[src/rtl/sensor_frame_gen_if.sv]
// Pixel-side bus of the synthetic sensor: exposure pulse, frame valid,
// data enable and D lanes of 12-bit pixel data.
interface sensor_frame_gen_if #(
   parameter int D = 4
);
   logic            exp_out;
   logic            vs_out;
   logic            en_out;
   logic [12*D-1:0] dout;

   modport master (output exp_out, vs_out, en_out, dout);
   modport slave  (input  exp_out, vs_out, en_out, dout);
endinterface

[src/rtl/sensor_frame_gen.sv]
// sensor_frame_gen: synthetic sensor frame source for bring-up and
// closed-loop checks of the downstream pixel path.
// Optional macro SENSOR_FRAME_GEN_LFSR_EN: pattern 3 becomes per-lane
// 12-bit LFSR noise instead of the checkerboard.
//
// state | meaning
// IDLE  | waiting for start
// EXP   | exposure pulse high, cfg_exp_time cycles
// GAP   | quiet gap between exposure end and vs rise
// ACT   | active line, vs and en high, one beat per cycle
// HBL   | horizontal blanking, vs high, en low
// DONE  | one-cycle frame end, frame_done pulse, counter update
module sensor_frame_gen #(
   parameter int D  = 4,
   parameter int CW = 16
) (
   input  logic              px_clk,
   input  logic              px_reset_n,
   input  logic              start,
   input  logic              cfg_continuous,
   input  logic [31:0]       cfg_exp_time,
   input  logic [CW-1:0]     cfg_exp_gap,
   input  logic [CW-1:0]     cfg_width,
   input  logic [CW-1:0]     cfg_lines,
   input  logic [CW-1:0]     cfg_hblank,
   input  logic [1:0]        cfg_pattern,
   input  logic [11:0]       cfg_const,
   sensor_frame_gen_if.master pix,
   output logic              busy,
   output logic              frame_done,
   output logic [15:0]       frame_cnt
);

   typedef enum logic [2:0] {IDLE, EXP, GAP, ACT, HBL, DONE} state_t;

   state_t          state_q, state_d;
   logic [31:0]     cnt_q, cnt_d;
   logic [CW-1:0]   lrem_q, lrem_d;
   logic [CW-1:0]   x_q, x_d;
   logic [CW-1:0]   line_q, line_d;
   logic [31:0]     b_q, b_d;
   logic            sh_cont_q, sh_cont_d;
   logic [CW-1:0]   sh_gap_q, sh_gap_d;
   logic [CW-1:0]   sh_width_q, sh_width_d;
   logic [CW-1:0]   sh_lines_q, sh_lines_d;
   logic [CW-1:0]   sh_hblank_q, sh_hblank_d;
   logic [1:0]      sh_pat_q, sh_pat_d;
   logic [11:0]     sh_const_q, sh_const_d;
   logic            exp_q, exp_d, vs_q, vs_d, en_q, en_d;
   logic            busy_q, busy_d, done_q, done_d;
   logic [15:0]     frame_cnt_q, frame_cnt_d;
   logic [12*D-1:0] dout_q, dout_d;
   logic            launch, beat;

   // Down-counter reload value for a phase whose length is max(v,1).
   function automatic logic [31:0] len_m1(input logic [CW-1:0] v);
      return (v == '0) ? 32'd0 : 32'(v) - 32'd1;
   endfunction

   // Next-state, timers, frame launch and registered-output decode.
   always_comb begin
      state_d     = state_q;
      cnt_d       = cnt_q;
      lrem_d      = lrem_q;
      line_d      = line_q;
      x_d         = x_q;
      b_d         = b_q;
      sh_cont_d   = sh_cont_q;
      sh_gap_d    = sh_gap_q;
      sh_width_d  = sh_width_q;
      sh_lines_d  = sh_lines_q;
      sh_hblank_d = sh_hblank_q;
      sh_pat_d    = sh_pat_q;
      sh_const_d  = sh_const_q;
      frame_cnt_d = frame_cnt_q;
      launch      = 1'b0;
      beat        = 1'b0;

      case (state_q)
         IDLE: launch = start;
         EXP: begin
            if (cnt_q == 32'd0) begin
               state_d = GAP;
               cnt_d   = len_m1(sh_gap_q);
            end else begin
               cnt_d = cnt_q - 32'd1;
            end
         end
         GAP: begin
            if (cnt_q == 32'd0) begin
               if (sh_width_q == '0 || sh_lines_q == '0) begin
                  state_d = DONE;
               end else begin
                  state_d = ACT;
                  cnt_d   = 32'(sh_width_q) - 32'd1;
                  lrem_d  = sh_lines_q - CW'(1);
               end
            end else begin
               cnt_d = cnt_q - 32'd1;
            end
         end
         ACT: begin
            if (cnt_q == 32'd0) begin
               state_d = HBL;
               cnt_d   = len_m1(sh_hblank_q);
               line_d  = line_q + CW'(1);
            end else begin
               cnt_d = cnt_q - 32'd1;
            end
         end
         HBL: begin
            if (cnt_q == 32'd0) begin
               if (lrem_q == '0) begin
                  state_d = DONE;
               end else begin
                  state_d = ACT;
                  cnt_d   = 32'(sh_width_q) - 32'd1;
                  lrem_d  = lrem_q - CW'(1);
               end
            end else begin
               cnt_d = cnt_q - 32'd1;
            end
         end
         DONE: begin
            state_d = IDLE;
            // Restart needs continuous both at launch and now, so clearing
            // it mid-frame stops after the current frame.
            launch  = sh_cont_q & cfg_continuous;
         end
         default: state_d = IDLE;
      endcase

      if (launch) begin
         sh_cont_d   = cfg_continuous;
         sh_gap_d    = cfg_exp_gap;
         sh_width_d  = cfg_width;
         sh_lines_d  = cfg_lines;
         sh_hblank_d = cfg_hblank;
         sh_pat_d    = cfg_pattern;
         sh_const_d  = cfg_const;
         line_d      = '0;
         b_d         = 32'd0;
         if (cfg_exp_time != 32'd0) begin
            state_d = EXP;
            cnt_d   = cfg_exp_time - 32'd1;
         end else begin
            state_d = GAP;
            cnt_d   = len_m1(cfg_exp_gap);
         end
      end

      // A beat is emitted on the cycle after state_d enters/stays in ACT.
      beat = (state_d == ACT);
      x_d  = beat ? x_q + CW'(1) : '0;
      if (beat) b_d = b_q + 32'd1;

      exp_d  = (state_d == EXP);
      vs_d   = (state_d == ACT) || (state_d == HBL);
      en_d   = beat;
      busy_d = (state_d != IDLE);
      done_d = (state_d == DONE);
      if (state_d == DONE) frame_cnt_d = frame_cnt_q + 16'd1;
   end

`ifdef SENSOR_FRAME_GEN_LFSR_EN
   logic [D-1:0][11:0] lfsr_q, lfsr_d;
`endif

   // Pixel data for the next beat; dout holds between beats.
   always_comb begin
      dout_d = dout_q;
`ifdef SENSOR_FRAME_GEN_LFSR_EN
      lfsr_d = lfsr_q;
      if (launch) begin
         for (int k = 0; k < D; k++) lfsr_d[k] = 12'hACE ^ 12'(k);
      end
`endif
      if (beat) begin
         for (int k = 0; k < D; k++) begin
            case (sh_pat_q)
               2'd0: dout_d[12*k +: 12] = sh_const_q;
               2'd1: dout_d[12*k +: 12] = 12'(b_q * 32'(D) + 32'(k));
               2'd2: dout_d[12*k +: 12] = 12'(32'(x_q) * 32'(D) + 32'(k));
`ifdef SENSOR_FRAME_GEN_LFSR_EN
               default: dout_d[12*k +: 12] = lfsr_q[k];
`else
               default: dout_d[12*k +: 12] =
                  (x_q[0] ^ line_q[0] ^ 1'(k)) ? 12'hFFF : 12'h000;
`endif
            endcase
`ifdef SENSOR_FRAME_GEN_LFSR_EN
            lfsr_d[k] = {lfsr_q[k][10:0],
                         lfsr_q[k][11] ^ lfsr_q[k][10] ^ lfsr_q[k][9] ^ lfsr_q[k][3]};
`endif
         end
      end
   end

`ifdef SENSOR_FRAME_GEN_LFSR_EN
   // Per-lane LFSR state, reseeded at every frame launch.
   always_ff @(posedge px_clk or negedge px_reset_n) begin
      if (!px_reset_n) begin
         for (int k = 0; k < D; k++) lfsr_q[k] <= 12'hACE ^ 12'(k);
      end else begin
         lfsr_q <= lfsr_d;
      end
   end
`endif

   // State, timers, shadow config and registered outputs.
   always_ff @(posedge px_clk or negedge px_reset_n) begin
      if (!px_reset_n) begin
         state_q     <= IDLE;
         cnt_q       <= 32'd0;
         lrem_q      <= '0;
         x_q         <= '0;
         line_q      <= '0;
         b_q         <= 32'd0;
         sh_cont_q   <= 1'b0;
         sh_gap_q    <= '0;
         sh_width_q  <= '0;
         sh_lines_q  <= '0;
         sh_hblank_q <= '0;
         sh_pat_q    <= 2'd0;
         sh_const_q  <= 12'd0;
         exp_q       <= 1'b0;
         vs_q        <= 1'b0;
         en_q        <= 1'b0;
         busy_q      <= 1'b0;
         done_q      <= 1'b0;
         frame_cnt_q <= 16'd0;
         dout_q      <= '0;
      end else begin
         state_q     <= state_d;
         cnt_q       <= cnt_d;
         lrem_q      <= lrem_d;
         x_q         <= x_d;
         line_q      <= line_d;
         b_q         <= b_d;
         sh_cont_q   <= sh_cont_d;
         sh_gap_q    <= sh_gap_d;
         sh_width_q  <= sh_width_d;
         sh_lines_q  <= sh_lines_d;
         sh_hblank_q <= sh_hblank_d;
         sh_pat_q    <= sh_pat_d;
         sh_const_q  <= sh_const_d;
         exp_q       <= exp_d;
         vs_q        <= vs_d;
         en_q        <= en_d;
         busy_q      <= busy_d;
         done_q      <= done_d;
         frame_cnt_q <= frame_cnt_d;
         dout_q      <= dout_d;
      end
   end

   assign pix.exp_out = exp_q;
   assign pix.vs_out  = vs_q;
   assign pix.en_out  = en_q;
   assign pix.dout    = dout_q;
   assign busy        = busy_q;
   assign frame_done  = done_q;
   assign frame_cnt   = frame_cnt_q;

endmodule

[src/flat_wrapper.sv]
// flat-port wrapper written by rule: the top's interface ports become plain ports
module sensor_frame_gen_flat 
#(
   parameter int D  = 4,
   parameter int CW = 16
)
  (px_clk, px_reset_n, start, cfg_continuous, cfg_exp_time, cfg_exp_gap, cfg_width, cfg_lines, cfg_hblank, cfg_pattern, cfg_const, busy, frame_done, frame_cnt, pix_exp_out, pix_vs_out, pix_en_out, pix_dout);
  sensor_frame_gen_if #(.D(D)) pix_i ();
  input  logic px_clk;
  input  logic px_reset_n;
  input  logic start;
  input  logic cfg_continuous;
  input  logic [31:0] cfg_exp_time;
  input  logic [CW-1:0] cfg_exp_gap;
  input  logic [CW-1:0] cfg_width;
  input  logic [CW-1:0] cfg_lines;
  input  logic [CW-1:0] cfg_hblank;
  input  logic [1:0] cfg_pattern;
  input  logic [11:0] cfg_const;
  output logic busy;
  output logic frame_done;
  output logic [15:0] frame_cnt;
  output wire logic [$bits(pix_i.exp_out)-1:0] pix_exp_out;
  output wire logic [$bits(pix_i.vs_out)-1:0] pix_vs_out;
  output wire logic [$bits(pix_i.en_out)-1:0] pix_en_out;
  output wire logic [$bits(pix_i.dout)-1:0] pix_dout;
  assign pix_exp_out = pix_i.exp_out;
  assign pix_vs_out = pix_i.vs_out;
  assign pix_en_out = pix_i.en_out;
  assign pix_dout = pix_i.dout;
  sensor_frame_gen #(.D(D), .CW(CW)) u_core (.px_clk(px_clk), .px_reset_n(px_reset_n), .start(start), .cfg_continuous(cfg_continuous), .cfg_exp_time(cfg_exp_time), .cfg_exp_gap(cfg_exp_gap), .cfg_width(cfg_width), .cfg_lines(cfg_lines), .cfg_hblank(cfg_hblank), .cfg_pattern(cfg_pattern), .cfg_const(cfg_const), .pix(pix_i), .busy(busy), .frame_done(frame_done), .frame_cnt(frame_cnt));
endmodule
[config.mk]
export PLATFORM = sky130hd
export DESIGN_NAME = sensor_frame_gen_flat
export DESIGN_NICKNAME = d
export VERILOG_FILES = /design/src/rtl/sensor_frame_gen_if.sv /design/src/rtl/sensor_frame_gen.sv /design/src/flat_wrapper.sv
export SDC_FILE = /design/constraint.sdc
export NUM_CORES = 1
export LEC_CHECK = 0
export BUFFER_PORTS_ARGS = -buffer_cell sky130_fd_sc_hd__buf_4
export CAP_MARGIN = 20
export CORE_MARGIN = 4
export CORE_UTILIZATION = 50
export CTS_BUF_LIST = sky130_fd_sc_hd__clkbuf_2
export DETAILED_ROUTE_END_ITERATION = 8
export GPL_TIMING_DRIVEN = 1
export PLACE_DENSITY = 0.73
export SETUP_SLACK_MARGIN = 0.5
export SYNTH_ARGS = -nofsm -noshare
export SYNTH_HDL_FRONTEND = slang
export SYNTH_SLANG_ARGS = --single-unit
export TNS_END_PERCENT = 20
[constraint.sdc]
create_clock -name px_clk -period 3.72 [get_ports px_clk]
set_input_delay 0.186 -clock px_clk [delete_from_list [all_inputs] [get_ports px_clk]]
set_output_delay 0.186 -clock px_clk [all_outputs]
set_load 0.03 [all_outputs]
After elaboration in Yosys (flattened, before gate mapping) --
Cells that the tools add are included.
Storage, ports and cells: flip-flop bits (word level) 263, bits in latches 0, RAM bits 0, bits in read-only memories 0, input port bits 114, output and inout port bits 69, logic and storage cells 117, memories 0
Cells by class: add/subtract/negate cells 18, multiply operators 0, divide/modulo/power cells 0, $lt $le $gt $ge 0, equality and inequality tests 17, shift-type cells 0, mux-type cells 39, bitwise logic cells 2, reductions and logical operators 21
Operator list (number):
- $mux 32 | 13
- $pmux 12 s3 | 4
- $mux 16 | 8
- $pmux 32 s4 | 1
- $logic_not 16->1 | 6
- $sub 16x1->17 const B | 4
- $sub 32x1->32 const B | 2
- $add 12x2->12 const B | 4
- $add 16x1->16 const B | 3
- $add 32x1->32 const B | 1
- $logic_not 32->1 | 1
- $pmux 16 s2 | 1
- $reduce_bool 32->1 | 1
- $sub 16x1->16 const B | 2
- $add 12x1->12 const B | 2
- $mux 12 | 2
- $mux 3 | 7
- $pmux 3 s5 | 1
- $eq 3x3->1 const B | 4
- $eq 3x2->1 const B | 3
- $ne 4x3->1 const B | 2
- $reduce_bool 2->1 | 4
- $eq 3x1->1 const B | 2
- $reduce_and 5->1 | 1
- other kinds (15) | 18

Depth between registers and ports, before layout --
depth after elaboration 8, gate-level depth with buffers 13, depth with buffers taken out 10

Least setup slack after synthesis --
Ideal clock, no wire load.
kind register -> register, start register u_core.state_q[2], end register u_core.lrem_q[14], library setup time 137 ps, arrival time 2751 ps, data required time 3583 ps, slack 833 ps, stages on the path, launching flop included 12, path buffers 3, period minus slack after synthesis 2887 ps, cell sequence dfrtp_1 > or3b_2 > buf_2 > clkbuf_1 > buf_1 > mux2i_1 > ha_1 > nand3_1 > nor2_1 > mux2_2 > a21oi_1 > a21oi_1
Between the ends: cells in the longest elaborated chain, start to end 3, elaborated cells between the ends (all ways) 9, classes of those cells eq/ne (6); mux (1); reduce/logical (2)
Ends and longest elaborated chain:
- start: declaration | RTL line sensor_frame_gen.sv:36 | state_t state_q, state_d;
- start signal: assignment | RTL line sensor_frame_gen.sv:234 | state_q <= state_d;
- $eq 3x3->1 / $eq 3x2->1 (equally long branches) | RTL line sensor_frame_gen.sv:79 | case (state_q)
- $ne 2x1->1 (no line) (tied with other cells)
- $reduce_and 5->1 (no line)
- end signal: assignment | RTL line sensor_frame_gen.sv:236 | lrem_q <= lrem_d;
- end: declaration | RTL line sensor_frame_gen.sv:38 | logic [CW-1:0] lrem_q, lrem_d;
Several ways; a longest one is shown, not always the timed one. A chain may end at the register's enable or synchronous reset.

Worst setup path in the final report --
start register u_core.sh_lines_q[10], end register u_core.b_q[2]
Between the ends: cells in the longest elaborated chain, start to end 8, elaborated cells between the ends (all ways) 9, classes of those cells eq/ne (1); mux (5); reduce/logical (3)
Ends and longest elaborated chain:
- start: declaration | RTL line sensor_frame_gen.sv:45 | logic [CW-1:0] sh_lines_q, sh_lines_d;
- start signal: assignment | RTL line sensor_frame_gen.sv:243 | sh_lines_q <= sh_lines_d;
- $logic_not 16->1 * | RTL line sensor_frame_gen.sv:91 | if (sh_width_q == '0 || sh_lines_q == '0) begin
- $logic_or 1x1->1 * | RTL line sensor_frame_gen.sv:91
- $mux 3 * | RTL line sensor_frame_gen.sv:91
- $mux 3 * | RTL line sensor_frame_gen.sv:90 | if (cnt_q == 32'd0) begin
- $pmux 3 s5 * | RTL line sensor_frame_gen.sv:79
- $mux 3 * | RTL line sensor_frame_gen.sv:133 | if (launch) begin
- $eq 3x2->1 * | RTL line sensor_frame_gen.sv:153 | beat = (state_d == ACT);
- $mux 32 / $reduce_bool 2->1 (equally long branches)
- end signal: assignment | RTL line sensor_frame_gen.sv:218 | b_q <= 32'd0;
- end signal: assignment | RTL line sensor_frame_gen.sv:239 | b_q <= b_d;
- end: declaration | RTL line sensor_frame_gen.sv:41 | logic [31:0] b_q, b_d;
Mark *: on every way between the ends. The rest lies on a longest branch, timed or not.

==> flow_metrics.py <==
metrics = {
    "hold_path": {
        "hold_path_class": "input pin to flip-flop",
        "hold_start": "cfg_const[4]",
    },
    "clock_tree": {
        "cts_post_setup_buffers_inserted": 0,
        "ctsRootBufferMaster": "sky130_fd_sc_hd__clkbuf_2",
        "htree_levels": 4,
        "clock_insertion_delay_worst_skew_ps": 810,
        "cts-buffers-inserted": 17,
        "clk_transition_reported_paths_ps": 360,
        "clock_tree_from_tritoncts": "yes",
        "number_of_clock_sinks_seen_by_cts": 198,
        "buffers_from_clock_root_to_sink_at_most": 2,
    },
    "route": {
        "vias": 12000,
        "avgRoutedWirePerCell_um": 17.7,
        "detailedRoute.firstIterationViolations": 1171,
        "drc": 0,
        "dr.pass1.iters": 7,
        "antenna_left": 0,
        "routed_wirelength_um": 37100,
        "via_per_inst": 5.72,
    },
    "timing": {
        "slew_viol_final": 0,
        "number_of_setup_violations_in_the_final_report": 0,
        "unrepaired_setup_endpoints_after_global_routing": "true",
        "finalWorstPathRequiredPeriod_ps": 3160,
        "max_clock_freq_mhz": 316,
        "worst_slew_margin_rel": 0.353,
        "period_utilization_post_route": 0.850,
        "finClkSkew_ps": 59.1,
        "tns_ps": 0,
        "worst_slew_pin_slew_ps": 971,
        "timing_hold_violations_final": 0,
    },
    "yosys": {
        "synth_cell_area_um2": 12300,
        "post_synth_num_cell_types": 78,
        "sequential_share_of_the_synthesized_area": 0.403,
        "synth.avg_cell_area_um2": 8.35,
        "synth_top_flop_cell": "sky130_fd_sc_hd__dfrtp_1",
        "number_of_register_bits_inferred_by_synthesis": 198,
        "yosysWarningCount": 0,
        "synth_enable_flop_cells": 0,
        "synthesis.instances": 1471,
        "mappedNetlistNets": 1602,
        "async_reset_ff_frac": 1.00,
    },
    "place": {
        "portBuffers": 182,
        "detailed_place_hpwl_um": 25600,
        "routabilityCongestion": 0.987,
    },
    "run": {
        "max_cap_violations": 0,
    },
    "setup_path": {
        "worst_path_max_delay_cell": "sky130_fd_sc_hd__or4_1",
        "crit_path_cell_trace": "or4_1 > o21ai_0 > o32ai_2 > o21ai_4 > buf_4 > mux2_1 > mux2i_1",
        "critPathLaunchType": "flip-flop",
        "timing.critical_path.arrival_ps": 3930,
        "timing.critical_path.slowest_cell_delay_ps": 590,
        "endpoint_kind": "flip-flop",
        "critPathRequiredTime_ps": 4490,
        "rr_startpoint": "u_core.sh_lines_q[10]$_DFFE_PN0P_",
        "crit_path_max_fanout": 46,
        "critPathLaunch": "u_core.sh_lines_q[10]$_DFFE_PN0P_",
        "worst-setup-path-type": "flip-flop to flip-flop",
        "worst-path-buf-inv": 1,
        "path_delay_family": "compound AO/OA/AOI/OAI gates",
    },
    "floorplan": {
        "fp.dieH_um": 165,
        "fp.coreArea_um2": 24200,
        "row_count": 57,
        "top_level_ports": 183,
        "die-width_um": 165,
        "start_util": 0.507,
        "dieArea_um2": 27100,
    },
    "cells_and_area": {
        "nFillCells": 2086,
        "final-seq-area_um2": 4950,
        "mostFrequentLayoutCell": "sky130_fd_sc_hd__nand2_1",
        "finish.net_count": 1884,
        "final_layout_size_suffix_gt1_frac": 0.162,
        "commonest_non_fill_non_tap_cells_in_the_layout": "sky130_fd_sc_hd__nand2_1 (345), sky130_fd_sc_hd__buf_4 (205), sky130_fd_sc_hd__dfrtp_1 (198)",
        "multi_input_area_um2": 6800,
        "final_core_util": 0.642,
        "synthToLayoutAreaGrowth_pct": 26.8,
    },
    "outcome": {
        "status": "finished, final reports clean",
    },
    "pwr": {
        "pwr_density_cell_nw_per_um2": 272,
        "power.ir.vdd_worst_mv": 0.170,
        "static-leakage-power_uw": 0.00713,
    },
    "global_routing": {
        "all_layer_global_routing_usage": 0.277,
        "first_pass_grt_wire_length_um": 60500,
        "globalRoute.totalOverflow": 0,
        "number_of_global_route_vias_before_repair": 11700,
        "initial_antenna_violation_count": 1,
        "grt_max_degree": 96,
    },
}
-- through the flow --
step                      instance area (um2)  total power (uW)  hold slack, ps  setup WS, ps  instances
after global placement                  13800              3040             372           450       1912
final                                   15600              4240            87.3           559       2091
after floorplan                         12300              2770            -110           833       1471
after global routing                    15600              4470            7.20           386       2091
after detailed placement                13800              3060             373           360       1912
after CTS                               15600              4270           0.499           577       2090
-- where the power goes --
group	leakage (uW)	internal [uW]	total [uW]	switching (uW)
registers	0.00253	2260	2410	150
logic	0.00446	405	757	351
clock network	0.000147	224	1080	851
total	0.00713	2890	4240	1350
-- state kept, by name, indices dropped and copies added (netlist names), 2 cells and up --
register / cells
u_core.cnt_q: 32
u_core.pix.dout: 26
u_core.frame_cnt: 16
u_core.lrem_q: 16
u_core.sh_gap_q: 16
u_core.sh_hblank_q: 16
u_core.sh_lines_q: 16
u_core.sh_width_q: 16
u_core.sh_const_q: 12
u_core.b_q: 10
u_core.x_q: 10
u_core.state_q: 3
u_core.sh_pat_q: 2
-- area by class of cell --
cell class / instances / share of cell area
Antenna cell: 1 / 0.000161
Tap cell: 324 / 0.0260
Timing Repair Buffer: 355 / 0.196
Sequential cell: 198 / 0.318
Clock inverter: 14 / 0.0101
Clock buffer: 18 / 0.00578
Inverter: 28 / 0.00675
Multi-Input combinational cell: 1153 / 0.437
-- cell families (layout without fill, tap and decap cells) --
family	count (synthesis)	count (layout)	synth area share
compound gates	277	277	0.149
xor+xnor	116	116	0.0827
fa+ha+maj	17	17	0.0173
buf+inv	120	415	0.0458
flops	198	198	0.403
mux	36	36	0.0308
other cells	0	1	0
simple gates	707	707	0.271
-- layer usage --
metal / track usage / vias to the layer above / part of all wire
met2: 0.441 / 419 / 0.47
met4: 0.0877 / 2 / 0.027
met1: 0.387 / 5730 / 0.45
li1: - / 5728 / -
met3: 0.0457 / 78 / 0.057
met5: 0.0133 / - / 0.0011
-- tightest hold or removal path: stages --
cell	delay, ps
sky130_fd_sc_hd__dlygate4sd3_1	520
sky130_fd_sc_hd__buf_4	100
sky130_fd_sc_hd__nand2_1	40
sky130_fd_sc_hd__nand2_1	50
-- Yosys cell counts, types with 3 or more instances --
| cell | instances | area share |
|---|---|---|
| sky130_fd_sc_hd__nand3_1 | 33 | 0.013 |
| sky130_fd_sc_hd__nor3_1 | 49 | 0.020 |
| sky130_fd_sc_hd__or4_1 | 15 | 0.0092 |
| sky130_fd_sc_hd__xor2_1 | 53 | 0.038 |
| sky130_fd_sc_hd__mux2i_1 | 22 | 0.018 |
| sky130_fd_sc_hd__buf_1 | 9 | 0.0028 |
| sky130_fd_sc_hd__o221ai_1 | 13 | 0.0093 |
| sky130_fd_sc_hd__nor4b_1 | 6 | 0.0043 |
| sky130_fd_sc_hd__o21ai_0 | 77 | 0.031 |
| sky130_fd_sc_hd__dfrtp_1 | 198 | 0.40 |
| sky130_fd_sc_hd__nand2_1 | 345 | 0.11 |
| sky130_fd_sc_hd__o21ai_1 | 3 | 0.0012 |
| sky130_fd_sc_hd__a21oi_1 | 68 | 0.028 |
| sky130_fd_sc_hd__ha_1 | 17 | 0.017 |
| sky130_fd_sc_hd__a21o_1 | 7 | 0.0043 |
| sky130_fd_sc_hd__buf_2 | 15 | 0.0061 |
| sky130_fd_sc_hd__o31ai_1 | 11 | 0.0067 |
| sky130_fd_sc_hd__o2bb2ai_1 | 3 | 0.0021 |
| sky130_fd_sc_hd__inv_1 | 28 | 0.0086 |
| sky130_fd_sc_hd__nand2b_1 | 10 | 0.0051 |
| sky130_fd_sc_hd__nor4_1 | 30 | 0.015 |
| sky130_fd_sc_hd__clkbuf_1 | 44 | 0.013 |
| sky130_fd_sc_hd__o22ai_1 | 22 | 0.011 |
| sky130_fd_sc_hd__a22o_1 | 3 | 0.0021 |
| sky130_fd_sc_hd__nor2_1 | 115 | 0.035 |
| sky130_fd_sc_hd__a222oi_1 | 10 | 0.0081 |
| sky130_fd_sc_hd__a211oi_1 | 6 | 0.0037 |
| sky130_fd_sc_hd__buf_4 | 23 | 0.014 |
| sky130_fd_sc_hd__nor3b_1 | 7 | 0.0043 |
| sky130_fd_sc_hd__or3_1 | 21 | 0.011 |
| sky130_fd_sc_hd__o2111ai_1 | 3 | 0.0021 |
| sky130_fd_sc_hd__and2_1 | 9 | 0.0046 |
| sky130_fd_sc_hd__nand4_1 | 16 | 0.0081 |
| sky130_fd_sc_hd__mux2_2 | 13 | 0.012 |
| sky130_fd_sc_hd__or4_4 | 4 | 0.0037 |
| sky130_fd_sc_hd__and3_1 | 16 | 0.0081 |
| sky130_fd_sc_hd__xnor2_1 | 63 | 0.045 |
| sky130_fd_sc_hd__a211o_1 | 7 | 0.0050 |
| sky130_fd_sc_hd__nand3b_1 | 3 | 0.0018 |
| sky130_fd_sc_hd__nor2b_1 | 7 | 0.0036 |
| sky130_fd_sc_hd__o211ai_1 | 8 | 0.0049 |
| sky130_fd_sc_hd__or3b_2 | 4 | 0.0029 |
| sky130_fd_sc_hd__a22oi_1 | 5 | 0.0031 |
| sky130_fd_sc_hd__a31oi_1 | 7 | 0.0036 |
-- worst paths after layout --
| check | endpoint | cells past startpoint | slack, ps |
|---|---|---|---|
| setup reg to reg | u_core.b_q[2]$_DFFE_PN0P_ | 7 | 560 |
| setup / recovery | u_core.b_q[2]$_DFFE_PN0P_ | 7 | 560 |
| hold reg to reg | u_core.frame_cnt[15]$_DFFE_PN0N_ | 1 | 500 |
| min in group asynchronous | u_core.cnt_q[26]$_DFFE_PN0P_ | 3 | 510 |
| hold / removal | u_core.sh_const_q[4]$_DFFE_PN0P_ | 4 | 90 |
| max in group asynchronous | u_core.cnt_q[15]$_DFFE_PN0P_ | 4 | 1720 |
-- what timing repair did --
action	4_1_cts	5_1_grt
cloned	0	0
hold buffers	146	0
endpoints found under the setup margin	9	38
gates resized for setup	1	3
endpoints found under the hold margin	235	0
(Power assumes the default switching activity.)
